### src/rtl/trap_ctrl.sv
// Trap arbitration and sequencing for the write-back boundary: picks one
// exception or interrupt, resolves target privilege, and handshakes with the CPU FSM.
module trap_ctrl #(
  parameter int CNT_W = 16
) (
  input  logic             clk,
  input  logic             rst,
  input  logic [3:0]       statu_cpu,
  input  logic [1:0]       msu,
  input  logic             mie,
  input  logic             sie,
  input  logic [31:0]      mideleg,
  input  logic [31:0]      medeleg,
  input  logic             meip,
  input  logic             seip,
  input  logic             mtip,
  input  logic             stip,
  input  logic             msip,
  input  logic             ssip,
  input  logic             meie,
  input  logic             seie,
  input  logic             mtie,
  input  logic             stie,
  input  logic             msie,
  input  logic             ssie,
  input  logic             exc_vld,
  input  logic [4:0]       exc_code,
  input  logic [31:0]      exc_tval,
  output logic             trap_req,
  output logic [31:0]      cause,
  output logic [31:0]      tval,
  output logic [1:0]       priv_d,
  output logic [CNT_W-1:0] exc_cnt,
  output logic [CNT_W-1:0] int_cnt
);
  localparam logic [3:0] ST_WB  = 4'b0011;
  localparam logic [3:0] ST_EXC = 4'b1111;
  localparam logic [1:0] PRV_M  = 2'b11;
  localparam logic [1:0] PRV_S  = 2'b01;
  localparam logic [1:0] PRV_U  = 2'b00;

  // Index 5 is the highest priority: MEI > MSI > MTI > SEI > SSI > STI.
  localparam logic [5:0][3:0] INT_CODE = {4'd11, 4'd3, 4'd7, 4'd9, 4'd1, 4'd5};

  typedef enum logic [1:0] {IDLE, PEND, HOLD} state_e;

  state_e           state_q, state_d;
  logic [31:0]      cause_q, cause_d;
  logic [31:0]      tval_q, tval_d;
  logic [1:0]       priv_q, priv_q_d;
  logic [CNT_W-1:0] exc_cnt_q, exc_cnt_d;
  logic [CNT_W-1:0] int_cnt_q, int_cnt_d;

  logic [5:0] cand;
  logic       int_hit;
  logic [3:0] int_code;
  logic [1:0] int_priv;
  logic       tgt_s;
  logic       takeable;

  assign cand = {meip & meie, msip & msie, mtip & mtie,
                 seip & seie, ssip & ssie, stip & stie};

  // Ascending scan so the highest takeable candidate overwrites lower ones;
  // a blocked higher candidate never masks a takeable lower one.
  always_comb begin
    int_hit  = 1'b0;
    int_code = 4'd0;
    int_priv = PRV_M;
    tgt_s    = 1'b0;
    takeable = 1'b0;
    for (int i = 0; i < 6; i++) begin
      tgt_s    = mideleg[{1'b0, INT_CODE[i]}] && (msu != PRV_M);
      takeable = tgt_s ? ((msu == PRV_U) || ((msu == PRV_S) && sie))
                       : ((msu != PRV_M) || mie);
      if (cand[i] && takeable) begin
        int_hit  = 1'b1;
        int_code = INT_CODE[i];
        int_priv = tgt_s ? PRV_S : PRV_M;
      end
    end
  end

  always_comb begin
    state_d   = state_q;
    cause_d   = cause_q;
    tval_d    = tval_q;
    priv_q_d  = priv_q;
    exc_cnt_d = exc_cnt_q;
    int_cnt_d = int_cnt_q;
    case (state_q)
      IDLE: begin
        if (statu_cpu == ST_WB) begin
          if (exc_vld) begin
            cause_d  = {27'b0, exc_code};
            tval_d   = exc_tval;
            priv_q_d = (medeleg[exc_code] && (msu != PRV_M)) ? PRV_S : PRV_M;
            state_d  = PEND;
          end else if (int_hit) begin
            cause_d  = {1'b1, 27'b0, int_code};
            tval_d   = 32'd0;
            priv_q_d = int_priv;
            state_d  = PEND;
          end
        end
      end
      PEND: begin
        if (statu_cpu == ST_EXC) begin
          state_d = HOLD;
          if (cause_q[31]) begin
            if (int_cnt_q != '1) int_cnt_d = int_cnt_q + 1'b1;
          end else begin
            if (exc_cnt_q != '1) exc_cnt_d = exc_cnt_q + 1'b1;
          end
        end
      end
      HOLD:    state_d = IDLE;
      default: state_d = IDLE;
    endcase
  end

  always_ff @(posedge clk or negedge rst) begin
    if (!rst) begin
      state_q   <= IDLE;
      cause_q   <= 32'd0;
      tval_q    <= 32'd0;
      priv_q    <= PRV_M;
      exc_cnt_q <= '0;
      int_cnt_q <= '0;
    end else begin
      state_q   <= state_d;
      cause_q   <= cause_d;
      tval_q    <= tval_d;
      priv_q    <= priv_q_d;
      exc_cnt_q <= exc_cnt_d;
      int_cnt_q <= int_cnt_d;
    end
  end

  assign trap_req = (state_q == PEND);
  assign cause    = cause_q;
  assign tval     = tval_q;
  assign priv_d   = priv_q;
  assign exc_cnt  = exc_cnt_q;
  assign int_cnt  = int_cnt_q;

endmodule

### config.mk
export PLATFORM = sky130hd
export DESIGN_NAME = trap_ctrl
export DESIGN_NICKNAME = d
export VERILOG_FILES = /design/src/rtl/trap_ctrl.sv
export SDC_FILE = /design/constraint.sdc
export NUM_CORES = 1
export LEC_CHECK = 0
export ABC_AREA = 1
export CAP_MARGIN = 20
export CORE_ASPECT_RATIO = 1.2
export CORE_UTILIZATION = 35
export CTS_BUF_LIST = sky130_fd_sc_hd__clkbuf_2
export DETAILED_ROUTE_END_ITERATION = 6
export GPL_TIMING_DRIVEN = 0
export PLACE_DENSITY = 0.76
export SLEW_MARGIN = 10
export SYNTH_ARGS = -nofsm -noshare
export SYNTH_HDL_FRONTEND = slang
export SYNTH_SLANG_ARGS = --single-unit
### constraint.sdc
create_clock -name clk -period 1.5 [get_ports clk]
set_input_delay 0.3 -clock clk [delete_from_list [all_inputs] [get_ports clk]]
set_output_delay 0.3 -clock clk [all_outputs]
set_load 0.05 [all_outputs]
### Yosys cells after proc, flatten, opt, wreduce, memory -nomap -nowiden

Cells that the tools add are included.

* register bits: 100
* input bits: 124
* output and inout port bits: 99
* logic and storage cells: 93

* add/sub/neg operators: 2
* order comparisons: 1
* equal/unequal tests: 10
* mux-type cells: 44
* bitwise logic cells: 7
* reductions and logical operators: 23

Operators by type and width (count)
* $mux W32: 4
* $mux W2: 19
* $add A16 B1 Y16 const B: 2
* $ne A16 B16 Y1 const B: 2
* $mux W4: 5
* $logic_and A1 B1 Y1: 14
* $mux W1: 13
* $reduce_and A4 Y1: 2
* $and A1 B1 Y1: 6
* $lt A5 B6 Y1 const B: 1
* $reduce_and A3 Y1: 2
* $bmux W1 S5: 1
* $eq A2 B1 Y1 const B: 2
* $eq A4 B2 Y1 const B: 1
* $eq A4 B4 Y1 const B: 1
* $logic_not A2 Y1: 2
* $ne A2 B2 Y1 const B: 2
* $pmux W2 S2: 1
* $mux W3: 1
* $ne A3 B3 Y1 const B: 1
* $logic_or A1 B1 Y1: 2
* $ne A2 B1 Y1 const B: 1
* $reduce_bool A2 Y1: 1
* $not A1 Y1: 1

### Longest topological paths before layout

Gate-level depths: netlist of the first run.

* depth after elaboration: 15
* depth in mapped cells: 13
* depth with buffers taken out: 13

### Least setup slack after synthesis of the first run

OpenSTA, ideal clock, no wires.

* kind: reg-to-reg
* start point: register int_cnt_q[0], in the netlist int_cnt[0]
* end point: register int_cnt_q[2], in the netlist int_cnt[2]
* library setup time: 0.120 ns
* arrival time: 1.972 ns
* required time: 1.380 ns
* path slack: -0.592 ns
* stages on the path, launching flop included: 10
* path buffers: 1
* clock period less this slack: 2.092 ns
* cell sequence: dfrtp_1 > ha_1 > nand3_1 > nor4_2 > nand2_1 > nand2_2 > inv_2 > buf_6 > nand3_1 > nand2_1

* word-level cells in the longest chain between the ends: 2
* elaborated cells between the ends (all ways): 3
* classes of those cells: 1 x add/sub; 1 x eq/ne; 1 x reduce/logical

RTL lines
* start, declared: RTL line 52 `logic [CNT_W-1:0] int_cnt_q, int_cnt_d;`
* start signal, assigned: RTL line 136 `int_cnt_q <= int_cnt_d;`
* parallel branches: the longest is 2 deep, another holds $add A16 B1 Y16

Several ways; the timed one is not identified.
A chain may end at the register's enable or synchronous reset.

### Worst setup path in the final report of the first run

* start point: register int_cnt_q[0], in the netlist int_cnt[0]
* end point: register int_cnt_q[11], in the netlist int_cnt[11]

Same word-level chain as after synthesis.

==> impl_metrics.tcl, run 1 <==
set metrics [dict create \
    rsz0062_at_grt "yes" \
    finalCritPeriodShare_pct 117 \
    clockBufferDepth 2 \
    hold_class "primary input to asynchronous set/reset pin" \
    multi_input_area_sq_um 2490 \
    clock_latency_ns 0.53 \
    switching_share_pct 45.9 \
    area_growth_pct 79.5 \
    cts.sinks 73 \
    drv_slew 0 \
    drt-initial-drc-count 163 \
    cts_tree "yes" \
    netlist_area_sq_um 4240 \
    ir_drop_uv 603 \
    reg2reg_setup_slack_ns -0.25 \
    reg2regPathDepth 8 \
    pwr-share-clk_pct 12.7 \
    layout-drive-gt1-share_pct 41.7 \
    intPower_mw 4.67 \
    antenna_found_initial 0 \
    grt_pass1_wl_microns 21500 \
    hold_slack_ns 0.275 \
    p_sw_mw 3.96 \
    synth_edf_count 0 \
    yosysTopAreaCellShare_pct 42.5 \
    fin_nets 978 \
    antenna_left 0 \
    finClkSkew_ns 0.0635 \
    synth.avg_cell_area_sq_um 7.45 \
    end_kind "register" \
    critPathArrivalTime_ns 2.18 \
    critPathRequiredTime_ns 1.92 \
    dp_hpwl_microns 8770 \
    setup_viol 81 \
    die-area_sq_um 12600 \
    grt_use_total_pct 21.9 \
    post_drt_via_cell_ratio 4.64 \
    drc 0 \
    clk_pin_slew_ns 0.25 \
    port_buffers 167 \
    async_flop_share_pct 100 \
    vias 4714 \
    timing.max_cap.violations 0 \
    dp.cells 919 \
    syn_inst 569 \
    violations "negative setup slack" \
    cp_max_fo 5 \
    synth.area.top_cells "dfrtp_1, nand2_1, buf_4, nand3_1, xor2_1" \
    dpl-instance-area_sq_um 6300 \
    nFillCells 964 \
    cts_root_buf "clkbuf_2" \
    p_per_area_nw_per_um2 1130 \
    cts.htree.levels 3 \
    overflow 0 \
    power_frac_seq_pct 32.6 \
    crit_type "register to register" \
    grt_max_degree 39 \
    chipHeight_microns 123 \
    critPathLaunchType "register" \
    start_util_pct 36.3 \
    wl_microns 14300 \
    ys_seq_elements 73 \
    firstDrtPassIters 4 \
    cts_made_buffers 9 \
    core_area_sq_um 11700 \
    period_needed_ns 1.75 \
    final_cells 1015 \
    status "finished with violations" \
    routedWlPerCell_microns 14.1 \
    p_leak_nw 3.86 \
    fin_total_pwr_mw 8.62 \
    combPwrFrac_pct 54.6 \
    setup_tns_ns -7.33 \
    fin_ws_ns -0.251 \
    final_util_pct 65.2 \
    hold_violations 0 \
    ioPinCount 223 \
    rows 43 \
    max_freq_mhz 571 \
    synth_cell_types 36 \
    critPathLaunch "int_cnt[0]" \
    synth_area_leader_cell "dfrtp_1" \
    die_w_microns 102 \
    grt_pass1_vias 4502 \
    seq_area_sq_um 1850 \
    ys_dominant_reg_cell "dfrtp_1" \
    synth.yosys.warnings 0 \
    ys_seq_area_share_pct 43.1 \
    gp_congestion 0.875 \
    pre_cts_slack_ns -0.774 \
    reg2reg_from "int_cnt[0]" \
    design_area_sq_um 7610 \
]
==> worst max-delay path: stages, from the launching register on <==
cell and delay, ns:
dfrtp_2 0.46, ha_4 0.17, nand3_4 0.09, nor4_4 0.28
nand2_1 0.14, nand2_4 0.16, clkinvlp_4 0.19, nand2_2 0.10
o21ai_2 0.05
==> cell families after synthesis <==
family	count (synthesis)	synth area share [%]
buffers and inverters	87	11.7
xor gates and xnor gates	27	5.58
DFF	73	43.1
other	2	0.177
and+or+nand+nor	351	35.5
adders and majority gates	2	0.590
AOI/OAI and AO/OA	27	3.36
==> flip-flops by register name (all words and copies together), names as in the netlist <==
register and count:
tval 32, exc_cnt 16, state_q 2, cause 6, priv_d 1, int_cnt 16
==> layout by cell type (no fill, tap or decap), types with 7 or more instances in the layout <==
cell type        count
nand2_2             69
nand2_4             11
dfrtp_1             51
nor2_2               7
clkbuf_4            14
nand3_1             41
buf_4               97
xor2_1              21
nand2_1            168
inv_1               38
nor2_1              15
clkbuf_2            12
clkdlybuf4s50_1     91
dfrtp_2             21
buf_8               17
buf_6               52
o21ai_1             10
conb_1              27
==> power by group through the flow <==
stage	sequential [mW]	clock [mW]	combinational, mW
floorplan	4.28	0	0.947
global placement	2.80	0	3.80
detailed placement	2.81	0	3.83
CTS	2.74	1.11	4.26
global route	2.87	1.20	4.97
finish	2.81	1.10	4.71
==> worst paths after layout <==
kind                          endpoint
max                        int_cnt[11]
min                        exc_cnt[10]
max reg2reg                int_cnt[11]
min reg2reg                    tval[5]
max in group asynchronous     cause[2]
min in group clk              tval[19]
==> synthesized netlist by cell type, types with 6 or more instances <==
master / count
dfrtp_1: 72
nand2_2: 6
xor2_1: 21
nor2_1: 23
nor3_1: 11
inv_1: 41
buf_6: 6
buf_4: 32
nand2_1: 242
o21ai_1: 6
nand3_1: 47
xnor2_1: 6
o21ai_0: 15
==> cell type report <==
class | count | area share (%)
multi-input cells | 435 | 32.8
diodes | 1 | 0.0329
flip-flops and latches | 73 | 24.4
repair inverters | 1 | 0.0987
well taps | 157 | 2.58
clock buffers | 12 | 0.789
inverters | 45 | 2.32
repair buffers | 246 | 32.0
plain buffers | 41 | 4.47
clock inverters | 4 | 0.592
==> routing by layer <==
metal | wire (microns) | global-route usage [%] | share of wire [%] | vias up
met5 | 0 | 0 | 0 | -
met4 | 456 | 10.8 | 3.2 | 0
met3 | 844 | 4.21 | 5.9 | 39
li1 | - | - | - | 2301
met1 | 5780 | 25.7 | 40 | 2200
met2 | 7210 | 37.8 | 50 | 174
==> repair_timing <==
item                                    CTS  global route
hold buffers                              1             0
endpoints found under the setup margin  144           118
setup buffers                            58            11
endpoints found under the hold margin    34             0
gates resized for setup                 521           133
pin swaps                                26            36
cloned                                    8             3
(Power assumes the default switching activity.)
==> inputs of run 2 (changes only) <==
--- a/config.mk
+++ b/config.mk
@@ -13,6 +13,7 @@
 export DETAILED_ROUTE_END_ITERATION = 6
 export GPL_TIMING_DRIVEN = 0
 export PLACE_DENSITY = 0.76
+export RECOVER_POWER = 25
 export SLEW_MARGIN = 10
 export SYNTH_ARGS = -nofsm -noshare
 export SYNTH_HDL_FRONTEND = slang
==> run 2 against run 1 <==
Compared with the run above:
- the flow still finishes with violations (negative setup slack)
- first-iteration DRC count up 11%
- sequential power about the same
- clock skew decreased by 0.0042 ns
- power about the same
- critical endpoint unchanged
- global-route usage did not move
==> impl_metrics.tcl, run 2 (synthesis gave the netlist of run 1 again) <==
set metrics [dict create \
    status "finished with violations" \
    crit_type "register to register" \
    antenna_left 0 \
    layout-drive-gt1-share_pct 41.7 \
    rows 43 \
    finClkSkew_ns 0.0592 \
    firstDrtPassIters 4 \
    drc 0 \
    grt_pass1_wl_microns 21500 \
    hold_violations 0 \
    setup_viol 81 \
    hold_class "primary input to register" \
    slew_headroom_pct 39.5 \
    cts.sinks 73 \
    grt_pass1_vias 4502 \
    largest_register_ffs 32 \
    drt-initial-drc-count 181 \
    p_sw_mw 3.96 \
    core_area_sq_um 11700 \
    vias 4707 \
    gp_congestion 0.875 \
    ir_drop_uv 603 \
    reg2reg_to "int_cnt[11]" \
    rsz0062_at_grt "yes" \
    dp_hpwl_microns 8770 \
    layout_common_cells "nand2_1, buf_4, clkdlybuf4s50_1" \
    final_common_cell "nand2_1" \
    nFillCells 965 \
    cts.htree.levels 3 \
    critPathLaunchType "register" \
    post_drt_via_cell_ratio 4.64 \
    switching_share_pct 45.9 \
    tightestPinTransition_ns 0.907 \
    fin_nets 978 \
    grt_use_total_pct 21.9 \
    critPathCapture "int_cnt[11]" \
    timing.max_cap.violations 0 \
    critPathRequiredTime_ns 1.92 \
    ioPinCount 223 \
    clk_pin_slew_ns 0.25 \
    port_buffers 167 \
    critPathArrivalTime_ns 2.18 \
    combPwrFrac_pct 54.6 \
    dpl-instance-area_sq_um 6300 \
    die-area_sq_um 12600 \
    cts_made_buffers 9 \
    reg2reg_from "int_cnt[0]" \
    end_kind "register" \
    drv_slew 0 \
    area_growth_pct 79.5 \
    critPathLaunch "int_cnt[0]" \
    p_per_area_nw_per_um2 1130 \
    cts_root_buf "clkbuf_2" \
    max_freq_mhz 568 \
    intPower_mw 4.67 \
    hold_slack_ns 0.308 \
    pwr-share-clk_pct 12.7 \
    antenna_found_initial 0 \
    power_frac_seq_pct 32.7 \
    finalCritPeriodShare_pct 117 \
    clock_latency_ns 0.53 \
    design_area_sq_um 7610 \
    period_needed_ns 1.76 \
    fin_total_pwr_mw 8.62 \
    clockBufferDepth 2 \
    fin_ws_ns -0.261 \
    overflow 0 \
    grt_max_degree 39 \
    cts_tree "yes" \
    chipHeight_microns 123 \
    cp_max_fo 5 \
    start_util_pct 36.3 \
    p_leak_nw 3.86 \
    routedWlPerCell_microns 14.1 \
    violations "negative setup slack" \
    seq_area_sq_um 1850 \
    wl_microns 14300 \
    reg2reg_setup_slack_ns -0.26 \
    die_w_microns 102 \
    multi_input_area_sq_um 2490 \
    reg2regPathDepth 8 \
]
run 2: changes by cell type in the layout (fill, tap and decap cells not counted):
cell / previous run / this run
buf_4: 97 / 96
clkbuf_2: 12 / 13
run 2: critical path: stages (launching register included):
cell,delay (ns)
dfrtp_2,0.47
ha_4,0.17
nand3_4,0.09
nor4_4,0.28
nand2_1,0.14
nand2_4,0.16
clkinvlp_4,0.20
nand2_2,0.10
o21ai_2,0.05
run 2: area by class of cell:
cell class | instances | area share [%]
Inverter | 45 | 2.32
Clock inverter | 4 | 0.592
Timing Repair inverter | 1 | 0.0987
Timing Repair Buffer | 246 | 31.9
Tap cell | 157 | 2.58
Sequential cell | 73 | 24.4
Buffer | 41 | 4.47
Antenna cell | 1 | 0.0329
Clock buffer | 12 | 0.789
Multi-Input combinational cell | 435 | 32.8
run 2: what timing repair did:
item / in CTS / in global routing
pin swaps: 26 / 36
gates resized for setup: 521 / 133
buffers inserted: 58 / 11
hold buffers: 1 / 0
endpoints found under the hold margin: 34 / 0
setup endpoints to repair: 144 / 118
gates cloned: 8 / 3
run 2: worst min-delay path by stage:
stage | start | endpoint | slack, ns | cells after the start
after floorplan | rst | cause[0] | 0.004 | 0
after global placement | tval[28] | tval[28] | 0.46 | 2
after detailed placement | rst | exc_cnt[4] | 0.29 | 1
after CTS | rst | tval[28] | 0.23 | 2
after global routing | exc_tval[29] | tval[29] | 0.30 | 3
final | exc_tval[19] | tval[19] | 0.31 | 3
run 2: routing by layer:
| metal | vias up | part of all wire, % | global-route usage (%) |
|---|---|---|---|
| met3 | 39 | 5.9 | 4.21 |
| li1 | 2299 | - | - |
| met5 | - | 0 | 0 |
| met2 | 183 | 51 | 37.8 |
| met1 | 2186 | 40 | 25.7 |
| met4 | 0 | 3.0 | 10.8 |
run 2: metrics by stage:
step | worst slack (ns) | std cells | TNS [ns] | utilization [%]
finish | -0.261 | 1015 | -7.44 | 65.2
global route | -0.326 | 1014 | -14.14 | 65.1
CTS | -0.229 | 1001 | -7.62 | 60.4
detailed placement | -0.774 | 919 | -45.06 | 53.9
global placement | -2.75 | 918 | -226.17 | 53.8
floorplan | -0.328 | 594 | -8.29 | -
run 2: power by group through the flow:
stage                     Sequential [mW]  Clock [mW]  Combinational [mW]
after global placement               2.80           0                3.80
after CTS                            2.74        1.11                4.26
after floorplan                      4.28           0               0.947
after detailed placement             2.81           0                3.83
final                                2.82        1.10                4.71
after global routing                 2.87        1.20                4.97
==> inputs of run 3 (changes only) <==
--- a/config.mk
+++ b/config.mk
@@ -12,9 +12,11 @@
 export CTS_BUF_LIST = sky130_fd_sc_hd__clkbuf_2
 export DETAILED_ROUTE_END_ITERATION = 6
 export GPL_TIMING_DRIVEN = 0
+export HOLD_SLACK_MARGIN = 0.1
 export PLACE_DENSITY = 0.76
 export RECOVER_POWER = 25
 export SLEW_MARGIN = 10
 export SYNTH_ARGS = -nofsm -noshare
 export SYNTH_HDL_FRONTEND = slang
 export SYNTH_SLANG_ARGS = --single-unit
+export TNS_END_PERCENT = 5
==> run 3 against run 2 <==
Compared with the run above:
- the run still ends with negative setup slack left
- first-iteration DRC count down 31%
- final cell count down 4.9%
- sequential share of layout area up 3.0 points
- power down 8.7%
- critical endpoint is now exc_cnt[13]
- setup slack better by 0.097 ns
- global-route usage down 2.7 points
- non-clock buffer count down 48
- clock skew down 0.031 ns
- combinational power down 14%
- die area unchanged
- clock power about the same
==> impl_metrics.tcl, run 3 (synthesis gave the netlist of run 1 again) <==
set metrics [dict create \
    status "finished with violations" \
    violations "negative setup slack" \
    antenna_left 0 \
    layout-drive-gt1-share_pct 25.7 \
    cts_root_buf "clkbuf_2" \
    ir_drop_uv 746 \
    tightestPinTransition_ns 0.654 \
    final_util_pct 57.9 \
    drv_slew 0 \
    critPathArrivalTime_ns 2.06 \
    overflow 0 \
    hold_violations 0 \
    die-area_sq_um 12600 \
    grt_use_total_pct 19.2 \
    finClkSkew_ns 0.0287 \
    cts_made_buffers 9 \
    critPathBufInv 2 \
    largest_register_ffs 32 \
    finalCritPeriodShare_pct 111 \
    die_w_microns 102 \
    chipHeight_microns 123 \
    drc 0 \
    setup_viol 117 \
    vias 4330 \
    p_per_area_nw_per_um2 1170 \
    clockBufferDepth 2 \
    core_area_sq_um 11700 \
    critPathMaxStageDelay_ns 0.44 \
    hold_slack_ns 0.294 \
    reg2regPathDepth 9 \
    layout_common_cells "nand2_1, clkdlybuf4s50_1, buf_4" \
    nFillCells 1056 \
    start_util_pct 36.3 \
    drt-initial-drc-count 125 \
    hold_path_end "tval[19]" \
    rsz0062_at_grt "yes" \
    dp_hpwl_microns 8790 \
    max_freq_mhz 601 \
    gp_congestion 0.889 \
    cp_common_cell "nor3_2" \
    setup_tns_ns -8.68 \
    critPathLaunchType "register" \
    final_common_cell "nand2_1" \
    critPathRequiredTime_ns 1.90 \
    rows 43 \
    clk_pin_slew_ns 0.20 \
    routedWlPerCell_microns 12.4 \
    timing.max_cap.violations 0 \
    area_growth_pct 59.4 \
    slew_headroom_pct 56.4 \
    cts.htree.levels 3 \
    min_path_cells 3 \
    ioPinCount 223 \
    antenna_found_initial 0 \
    wl_microns 11900 \
    fin_ws_ns -0.164 \
    hold_start "exc_tval[19]" \
    period_needed_ns 1.66 \
    grt_pass1_wl_microns 18800 \
    clock_latency_ns 0.52 \
    post_drt_via_cell_ratio 4.49 \
    reg2reg_from "exc_cnt[6]" \
    end_kind "register" \
    pre_cts_slack_ns -0.780 \
    fin_nets 928 \
    crit_slowest_cell "dfrtp_2" \
    port_buffers 167 \
    crit_family "simple AND/OR/NAND/NOR gates" \
    cts_tree "yes" \
    worstPathCellList "inv_1 -> nor3_2 -> nand2_1 -> nor2_2 -> nand2_2 -> nand2_4 -> buf_6 -> nor3_2 -> xor2_1" \
    p_leak_nw 3.35 \
    grt_pass1_vias 4059 \
    cp_max_fo 10 \
    firstDrtPassIters 4 \
    crit_type "register to register" \
    reg2reg_setup_slack_ns -0.16 \
    grt_max_degree 50 \
    hold_class "primary input to register" \
    reg2reg_to "exc_cnt[13]" \
    cts.sinks 73 \
]
[run 3: cell count changes in the layout (fill, tap and decap cells not counted), sizes merged]
cell | before | now
dlymetal6s2s | 1 | 0
buf | 172 | 99
clkdlybuf4s15 | 0 | 42
nor2 | 27 | 26
clkinvlp | 2 | 1
clkbuf | 32 | 15
clkdlybuf4s50 | 91 | 92
[run 3: stage by stage]
step / power [mW] / cells / area [sq um]
floorplan: 5.22 / 594 / 4380
finish: 7.88 / 965 / 6760
CTS: 7.84 / 958 / 6680
detailed placement: 6.64 / 919 / 6270
global placement: 6.60 / 918 / 6250
global route: 8.34 / 964 / 6760
[run 3: final cells by class]
type                    count  area, sq um  area share, %
clock buffers              12         60.1          0.889
well taps                 157          196           2.91
inverters                  45          176           2.61
repair buffers            197         1960           29.0
diodes                      1         2.50         0.0370
flip-flops and latches     73         1850           27.4
plain buffers              42          329           4.87
clock inverters             4         45.0          0.666
multi-input cells         434         2140           31.6
[run 3: power breakdown]
part           total, mW  switching [mW]  internal, mW
logic               4.03            2.62          1.41
registers           2.78           0.351          2.42
clock network       1.07           0.678         0.396
[run 3: routing by layer]
metal	wire, microns	up-vias	GRT usage, %
met5	0	-	0
met1	4890	1948	23.1
li1	-	2206	-
met2	5940	146	32.3
met4	378	0	9.11
met3	721	30	4.33
[run 3: worst register-to-register path: stages (launching register included)]
cell     delay (ns)
dfrtp_2        0.44
inv_1          0.10
nor3_2         0.26
nand2_1        0.10
nor2_2         0.13
nand2_2        0.09
nand2_4        0.11
buf_6          0.14
nor3_2         0.05
xor2_1         0.15
[run 3: worst max-delay path by stage]
| stage | from | end | slack [ns] | cells after the start |
|---|---|---|---|---|
| 5_1_grt | exc_cnt[0] | exc_cnt[12] | -0.31 | 11 |
| 6_report | exc_cnt[6] | exc_cnt[13] | -0.16 | 9 |
| 2_1_floorplan | int_cnt[9] | int_cnt[2] | -0.33 | 10 |
| 4_1_cts | exc_cnt[0] | exc_cnt[12] | -0.23 | 11 |
| 3_5_place_dp | msu[0] | tval[0] | -0.78 | 14 |
| 3_3_place_gp | rst | int_cnt[9] | -2.72 | 1 |
[run 3: what timing repair did]
action                                  in CTS  in global routing
resized for setup                          331                 21
hold buffers                                 1                  0
endpoints found under the setup margin     144                144
pin swaps                                    8                  7
gates cloned                                 1                  0
hold endpoints to repair                    72                  0
setup buffers                               21                  6
